`src/rtl/serial_adder_ctrl.sv`:
```
`default_nettype none
// ============================================================================
// Module      : serial_adder_ctrl
// Description : Bit-serial adder controller, LSB-first, one bit per clock,
//               registered sum/cout with a one-cycle done pulse.
// Revision    : 1.0 - initial release
// ============================================================================
module serial_adder_ctrl #(
    parameter int WIDTH = 8
) (
    input  logic             clk,
    input  logic             rst_n,
    input  logic             start,
    input  logic [WIDTH-1:0] a_in,
    input  logic [WIDTH-1:0] b_in,
    input  logic             cin,
    output logic             busy,
    output logic             done,
    output logic [WIDTH-1:0] sum,
    output logic             cout
);

    localparam int                 C_CNT_W = $clog2(WIDTH) + 1;
    localparam logic [C_CNT_W-1:0] C_LAST  = C_CNT_W'(WIDTH - 1);
    localparam logic [C_CNT_W-1:0] C_ONE   = C_CNT_W'(1);

    localparam logic [1:0] S_IDLE = 2'd0;
    localparam logic [1:0] S_ADD  = 2'd1;
    localparam logic [1:0] S_DONE = 2'd2;

    logic [1:0]         r_state;
    logic [1:0]         w_state_next;
    logic [WIDTH-1:0]   r_a;
    logic [WIDTH-1:0]   r_b;
    logic [WIDTH-1:0]   r_psum;
    logic [WIDTH-1:0]   w_psum_next;
    logic [WIDTH-1:0]   r_sum;
    logic               r_cout;
    logic               r_carry;
    logic [C_CNT_W-1:0] r_cnt;
    logic               w_s;
    logic               w_carry_next;
    logic               w_last;

    assign w_s          = r_a[0] ^ r_b[0] ^ r_carry;
    assign w_carry_next = (r_a[0] & r_b[0]) | (r_a[0] & r_carry) | (r_b[0] & r_carry);
    assign w_last       = (r_cnt == C_LAST);

    // New sum bit enters at the MSB so after WIDTH shifts the word is aligned.
    generate
        if (WIDTH == 1) begin : g_psum_w1
            assign w_psum_next = w_s;
        end else begin : g_psum_wn
            assign w_psum_next = {w_s, r_psum[WIDTH-1:1]};
        end
    endgenerate

    always_ff @(posedge clk or negedge rst_n) begin
        if (!rst_n) begin
            r_state <= S_IDLE;
        end else begin
            r_state <= w_state_next;
        end
    end

    always_comb begin
        w_state_next = r_state;
        case (r_state)
            S_IDLE:  if (start) w_state_next = S_ADD;
            S_ADD:   if (w_last) w_state_next = S_DONE;
            S_DONE:  w_state_next = S_IDLE;
            default: w_state_next = S_IDLE;
        endcase
    end

    always_comb begin
        busy = 1'b0;
        done = 1'b0;
        case (r_state)
            S_ADD:   busy = 1'b1;
            S_DONE:  done = 1'b1;
            default: ;
        endcase
    end

    always_ff @(posedge clk or negedge rst_n) begin
        if (!rst_n) begin
            r_a     <= '0;
            r_b     <= '0;
            r_psum  <= '0;
            r_carry <= 1'b0;
            r_cnt   <= '0;
            r_sum   <= '0;
            r_cout  <= 1'b0;
        end else begin
            case (r_state)
                S_IDLE: begin
                    if (start) begin
                        r_a     <= a_in;
                        r_b     <= b_in;
                        r_carry <= cin;
                        r_cnt   <= '0;
                    end
                end
                S_ADD: begin
                    r_a     <= r_a >> 1;
                    r_b     <= r_b >> 1;
                    r_carry <= w_carry_next;
                    r_psum  <= w_psum_next;
                    r_cnt   <= r_cnt + C_ONE;
                    // Result registers change only on the final bit.
                    if (w_last) begin
                        r_sum  <= w_psum_next;
                        r_cout <= w_carry_next;
                    end
                end
                default: ;
            endcase
        end
    end

    assign sum  = r_sum;
    assign cout = r_cout;

endmodule
`default_nettype wire
```
`config.mk`:
```
export PLATFORM = sky130hd
export DESIGN_NAME = serial_adder_ctrl
export DESIGN_NICKNAME = d
export VERILOG_FILES = /design/src/rtl/serial_adder_ctrl.sv
export SDC_FILE = /design/constraint.sdc
export NUM_CORES = 1
export LEC_CHECK = 0
export BUFFER_PORTS_ARGS = -buffer_cell sky130_fd_sc_hd__buf_2
export CAP_MARGIN = 30
export CORE_MARGIN = 8
export CORE_UTILIZATION = 30
export DETAILED_ROUTE_END_ITERATION = 8
export PLACE_DENSITY = 0.62
export SLEW_MARGIN = 10
export SYNTH_ARGS = -nofsm -noshare
export SYNTH_HDL_FRONTEND = slang
export SYNTH_SLANG_ARGS = --single-unit
```
`constraint.sdc`:
```
create_clock -name clk -period 1.5 [get_ports clk]
set_clock_uncertainty 0.15 [all_clocks]
set_input_delay 0.3 -clock clk [delete_from_list [all_inputs] [get_ports clk]]
set_output_delay 0.3 -clock clk [all_outputs]
set_load 0.01 [all_outputs]
```
==> results.py, run 1 <==
metrics = {
    "floorplanning": {
        "die_w_um": 91.3,
        "io_pins": 31,
        "core_region_area_mm2": 0.00551,
        "floorplan.rows": 27,
        "dieHeight_um": 91.3,
        "initial_core_util_pct": 30.9,
        "die_area_mm2": 0.00834,
    },
    "sta": {
        "setup_viol": 11,
        "fmax_ghz": 0.622,
        "hold_viol_final": 0,
        "worstMarginPinSlew_ns": 0.213,
        "setup_ws_ns": -0.108,
        "maxSlewHeadroom_pct": 85.8,
        "tns_ns": -0.687,
        "rsz0062_at_grt": "true",
        "min_period_ns": 1.61,
        "min_period_over_period_pct": 107,
        "drv_slew": 0,
    },
    "synthesis": {
        "synth_compound_area_share_pct": 17.1,
        "ys_seq_elements": 39,
        "yosysSeqAreaShare_pct": 57.4,
        "synthAdderAreaFrac_pct": 1.91,
        "synth-simple-area-share_pct": 14.4,
        "syn_area_per_cell_um2": 10.5,
        "synth_xor_area_share_pct": 0,
        "synth_top_family_by_area": "compound AO/OA/AOI/OAI gates",
        "postSynthCellCount": 162,
        "ys_types": 19,
        "synthMuxAreaShare_pct": 6.62,
        "yosysWarnings": 0,
        "synth_fp_nets": 184,
        "synth_area_mm2": 0.00170,
    },
    "drt": {
        "drtIter0Drc": 50,
        "wirelength_mm": 4.06,
        "drc": 0,
        "drtPass1Iterations": 4,
        "ant_nets": 0,
        "via_per_inst": 4.64,
        "vias": 1335,
        "wl_per_cell_um": 14.1,
    },
    "power_and_ir_drop": {
        "power.density_mw_per_mm2": 2010,
        "leakagePower_nw": 1.12,
        "peakVddDrop_v": 0.000659,
    },
    "placed_design": {
        "place_congestion": 0.718,
        "dp_hpwl_mm": 2.70,
        "post-place-ws_ns": -0.0618,
        "portBuffers": 30,
        "dpl_cell_area_mm2": 0.00207,
    },
    "cells_and_area": {
        "nNetsFinal": 237,
        "fin_util_pct": 42.5,
        "layout-drive-gt1-share_pct": 37.5,
        "syn2layout_area_growth_pct": 37.6,
        "fin_area_mm2": 0.00234,
        "diodes": 0,
        "fillers": 527,
    },
    "critical_path": {
        "end_kind": "output port",
        "cp.arrival_ns": 1.16,
        "setup.worst_path.start_class": "register",
        "path_class": "register to output port",
        "cp_data_required_time_ns": 1.05,
        "critPathMaxFanout": 3,
        "rrSetupSlack_ns": -0.07,
        "rr_endpoint": "sum[1]",
        "regToRegStartpoint": "r_cnt[0]",
        "ff2ff_path_depth": 5,
    },
    "clocking": {
        "clock_sinks": 39,
        "cts_inserted_buffers": 5,
        "path_clk_slew_ns": 0.08,
        "htree_levels": 2,
        "root_buffer": "clkbuf_8",
        "clock_path_buffers": 2,
        "clk_latency_ns": 0.29,
        "cts_tree": "yes",
    },
    "global_routing": {
        "overflow": 0,
        "grtUsageTotal_pct": 10.1,
        "grt_pass1_wl_mm": 6.87,
        "antenna_found_initial": 0,
        "grt_pass1_vias": 1411,
        "grt_max_degree": 40,
    },
    "status": {
        "status": "complete, but fails checks",
        "failed_checks": "negative setup slack",
    },
    "min_path": {
        "hp-class": "primary input to register",
        "holdPathStages": 3,
        "min_delay_worst_endpoint": "r_carry",
        "hp-start": "cin",
    },
    "job": {
        "maxCapViolCount": 0,
    },
}
==> cells by family after synthesis <==
family / Yosys count
and+or+nand+nor: 52
AOI/OAI and AO/OA: 48
DFF: 39
buffers and inverters: 11
muxes: 10
adders and majority gates: 2
==> layout by cell type (no fill, tap or decap), drive strengths merged <==
cell type | Yosys | final
ha | 1 | 1
mux2 | 10 | 10
a21oi | 11 | 11
nand2b | 1 | 1
nand3 | 2 | 2
o21ai | 18 | 18
nand2 | 33 | 33
fa | 1 | 1
bufbuf | 0 | 1
nor2 | 2 | 2
o311ai | 1 | 1
nor2b | 13 | 13
inv | 1 | 1
o21bai | 1 | 1
dfrtp | 39 | 39
clkbuf | 8 | 5
buf | 2 | 54
nor3 | 1 | 1
clkinv | 0 | 3
dlygate4sd3 | 0 | 1
a22o | 2 | 2
a22oi | 15 | 15
==> flip-flops by register name, indices dropped and copies added (netlist names) <==
signal	count
cout	1
sum	8
r_a	8
r_carry	1
r_b	8
r_state	2
r_psum	7
r_cnt	4
==> through the flow <==
| stage | instances | hold slack [ns] | total power, mW |
|---|---|---|---|
| global route | 288 | 0.158 | 5.06 |
| finish | 288 | 0.136 | 4.70 |
| global placement | 275 | 0.136 | 3.45 |
| detailed placement | 275 | 0.134 | 3.52 |
| CTS | 287 | 0.135 | 4.61 |
| floorplan | 162 | -0.146 | 2.78 |
==> critical path, stage by stage, from the launching register on <==
cell,delay (ns)
dfrtp_1,0.42
nand2b_4,0.18
buf_8,0.13
inv_6,0.05
buf_6,0.09
==> worst max path at each step <==
stage                from  endpoint  slack (ns)
2_1_floorplan    r_cnt[0]      cout       -0.06
3_3_place_gp     r_cnt[0]    sum[6]       -0.02
3_5_place_dp   r_state[1]    sum[2]       -0.06
4_1_cts        r_state[1]      done        -0.1
5_1_grt        r_state[1]      busy       -0.17
6_report       r_state[1]      busy       -0.11
==> Yosys cell counts, drive strengths merged <==
| master | instances | area [µm²] |
|---|---|---|
| dfrtp | 39 | 976 |
| nand2 | 33 | 124 |
| o21ai | 18 | 90.1 |
| a22oi | 15 | 113 |
| nor2b | 13 | 81.3 |
| a21oi | 11 | 55.1 |
| mux2 | 10 | 113 |
| clkbuf | 8 | 30.0 |
| a22o | 2 | 17.5 |
| buf | 2 | 10.0 |
| nand3 | 2 | 10.0 |
| nor2 | 2 | 7.51 |
| fa | 1 | 20.0 |
| ha | 1 | 12.5 |
| inv | 1 | 3.75 |
| nand2b | 1 | 6.26 |
| nor3 | 1 | 16.3 |
| o21bai | 1 | 7.51 |
| o311ai | 1 | 8.76 |
==> repair_timing <==
item	4_1_cts	5_1_grt
setup endpoints to repair	11	12
gates resized for setup	23	9
hold buffers	1	0
setup buffers	2	1
pin swaps	2	1
endpoints found under the hold margin	39	0
cloned	1	0
==> routing by layer <==
| layer | GRT usage, % | share of wire (%) | vias up |
|---|---|---|---|
| met3 | 3.70 | 5.3 | 7 |
| met5 | 0 | 0 | - |
| li1 | - | - | 667 |
| met1 | 12.5 | 47 | 628 |
| met2 | 16.0 | 46 | 33 |
| met4 | 3.27 | 1.3 | 0 |
==> where the power goes <==
group	internal, mW	leakage, nW	switching [mW]
clock network	0.318	0.0477	0.360
registers	1.49	0.505	0.302
logic	1.23	0.565	1.00
==> layout make-up <==
class	count	area [µm²]	area share, %
well taps	72	90.1	3.85
inverters	1	8.76	0.374
clock buffers	5	68.8	2.94
clock inverters	3	15.0	0.641
repair buffers	56	435	18.6
multi-input cells	112	747	31.9
flip-flops and latches	39	977	41.7
(Power assumes the default switching activity.)
==> run 2: changes to the inputs <==
Settings changed: PLACE_DENSITY 0.62 to 0.6.
Clock period 1.5 ns to 1.7 ns, I/O delays scaled along.
==> results.py, run 2 (synthesis results as in run 1) <==
metrics = {
    "clocking": {
        "clock_path_buffers": 2,
        "clk_latency_ns": 0.28,
        "cts_tree": "yes",
        "path_clk_slew_ns": 0.07,
        "root_buffer": "clkbuf_8",
        "postCtsSetupRepairBufs": 0,
        "clock_sinks": 39,
        "htree_levels": 2,
        "cts_inserted_buffers": 5,
    },
    "sta": {
        "hold_viol_final": 0,
        "setup_viol": 0,
        "min_period_ns": 1.64,
        "worstMarginPinSlew_ns": 0.274,
        "maxSlewHeadroom_pct": 81.5,
        "whs_ns": 0.187,
        "tns_ns": 0,
        "fmax_ghz": 0.610,
        "rsz0062_at_grt": "true",
        "drv_slew": 0,
        "min_period_over_period_pct": 96.5,
    },
    "power_and_ir_drop": {
        "comb_power_share_pct": 39.5,
        "p_clk_share_pct": 16.7,
        "peakVddDrop_v": 0.000660,
        "internal_power_mw": 2.28,
        "power_frac_seq_pct": 43.9,
        "leakagePower_nw": 0.996,
        "power.switching_mw": 1.29,
        "power.density_mw_per_mm2": 1680,
        "power.total_mw": 3.56,
        "swShare_pct": 36.2,
    },
    "critical_path": {
        "slowest_delay_ns": 0.39,
        "setup.worst_path.start_class": "register",
        "path_class": "register to output port",
        "rr_endpoint": "sum[4]",
        "crit_slowest_cell": "dfrtp_1",
        "ff2ff_path_depth": 5,
        "endpoint": "busy",
        "regToRegStartpoint": "r_cnt[0]",
        "cp.arrival_ns": 1.15,
        "crit_start": "r_state[1]",
        "cp_cell_sequence": "nand2b_4 > buf_6 > inv_2 > buf_2",
        "rrSetupSlack_ns": 0.12,
        "cp_data_required_time_ns": 1.21,
        "critPathMaxFanout": 10,
        "end_kind": "output port",
    },
    "global_routing": {
        "grt_max_degree": 40,
        "grt_pass1_vias": 1360,
        "grtUsageTotal_pct": 9.51,
        "grt_pass1_wl_mm": 6.54,
        "overflow": 0,
        "antenna_found_initial": 0,
    },
    "cells_and_area": {
        "layout_commonest_cell": "dfrtp_1",
        "syn2layout_area_growth_pct": 25.0,
        "fin_util_pct": 38.6,
        "fillers": 540,
        "multi_input_area_um2": 689,
        "nNetsFinal": 224,
        "diodes": 0,
        "layout-drive-gt1-share_pct": 30.0,
        "mostFrequentLayoutCells": "dfrtp_1 (39), nand2_1 (33), buf_2 (30), o21ai_0 (18), a22oi_1 (15)",
        "fin_area_mm2": 0.00213,
        "regArea_um2": 976,
    },
    "drt": {
        "ant_nets": 0,
        "drc": 0,
        "wl_per_cell_um": 13.5,
        "drtPass1Iterations": 4,
        "vias": 1289,
        "wirelength_mm": 3.70,
        "drtIter0Drc": 34,
        "via_per_inst": 4.69,
    },
    "min_path": {
        "hp-class": "primary input to register",
    },
    "placed_design": {
        "portBuffers": 30,
        "place_congestion": 0.697,
        "dp_hpwl_mm": 2.54,
        "dpl_cell_area_mm2": 0.00202,
    },
    "floorplanning": {
        "dieHeight_um": 91.3,
        "io_pins": 31,
        "initial_core_util_pct": 30.9,
        "floorplan.rows": 27,
        "die_w_um": 91.3,
        "core_region_area_mm2": 0.00551,
        "die_area_mm2": 0.00834,
    },
    "status": {
        "status": "completed",
    },
    "job": {
        "maxCapViolCount": 0,
    },
}
## run 2: cell types whose count changed in the layout (fill, tap and decap cells not counted), sizes merged
cell / change
clkinv: -2
bufbuf: -1
clkbuf: +2
buf: -12
## run 2: worst min-delay path by stage
stage                     cells after the start  endpoint  slack (ns)     from
after floorplan                               0      cout       -0.11    rst_n
after global placement                        2    sum[0]        0.18    rst_n
after detailed placement                      2    sum[0]        0.18    rst_n
after CTS                                     3    r_b[7]        0.18  b_in[7]
after global routing                          3    r_b[7]        0.20  b_in[7]
final                                         3    r_b[7]        0.19  b_in[7]
## run 2: what timing repair did
item | 4_1_cts | 5_1_grt
gates resized for setup | 1 | 3
endpoints found under the hold margin | 39 | 0
hold buffers | 1 | 0
setup endpoints to repair | 1 | 2
pin swaps | 0 | 0
## run 2: through the flow
stage | cells | worst slack, ns
6_report | 275 | 0.0595
2_1_floorplan | 162 | 0.105
3_5_place_dp | 266 | 0.122
5_1_grt | 275 | -0.0147
3_3_place_gp | 266 | 0.163
4_1_cts | 275 | 0.0118
## run 2: area by class of cell
cell class / count / share of cell area [%]
repair buffers: 43 / 13.5
well taps: 72 / 4.24
clock inverters: 1 / 0.235
clock buffers: 7 / 3.59
flip-flops and latches: 39 / 45.9
multi-input cells: 112 / 32.4
inverters: 1 / 0.176
## run 2: power groups by stage
stage                     Combinational [mW]  Sequential, mW  Clock [mW]
after detailed placement                1.39            1.58           0
after CTS                               1.41            1.57       0.620
after global routing                    1.62            1.62       0.669
final                                   1.41            1.56       0.594
after global placement                  1.37            1.56           0
after floorplan                        0.878            1.57           0
## run 2: critical path: cells and delay by family (launching register included)
kind | cells | cell delay (ns)
flops | 1 | 0.39
simple gates | 1 | 0.16
buf+inv | 3 | 0.31
## run 2: routing by layer
| layer | part of all wire [%] | routed length [µm] | GRT usage (%) | vias to the layer above |
|---|---|---|---|---|
| li1 | - | - | - | 642 |
| met1 | 46 | 1710 | 12.1 | 619 |
| met2 | 47 | 1740 | 14.3 | 24 |
| met3 | 5.9 | 217 | 3.87 | 4 |
| met4 | 0.92 | 34 | 3.27 | 0 |
| met5 | 0 | 0 | 0 | - |
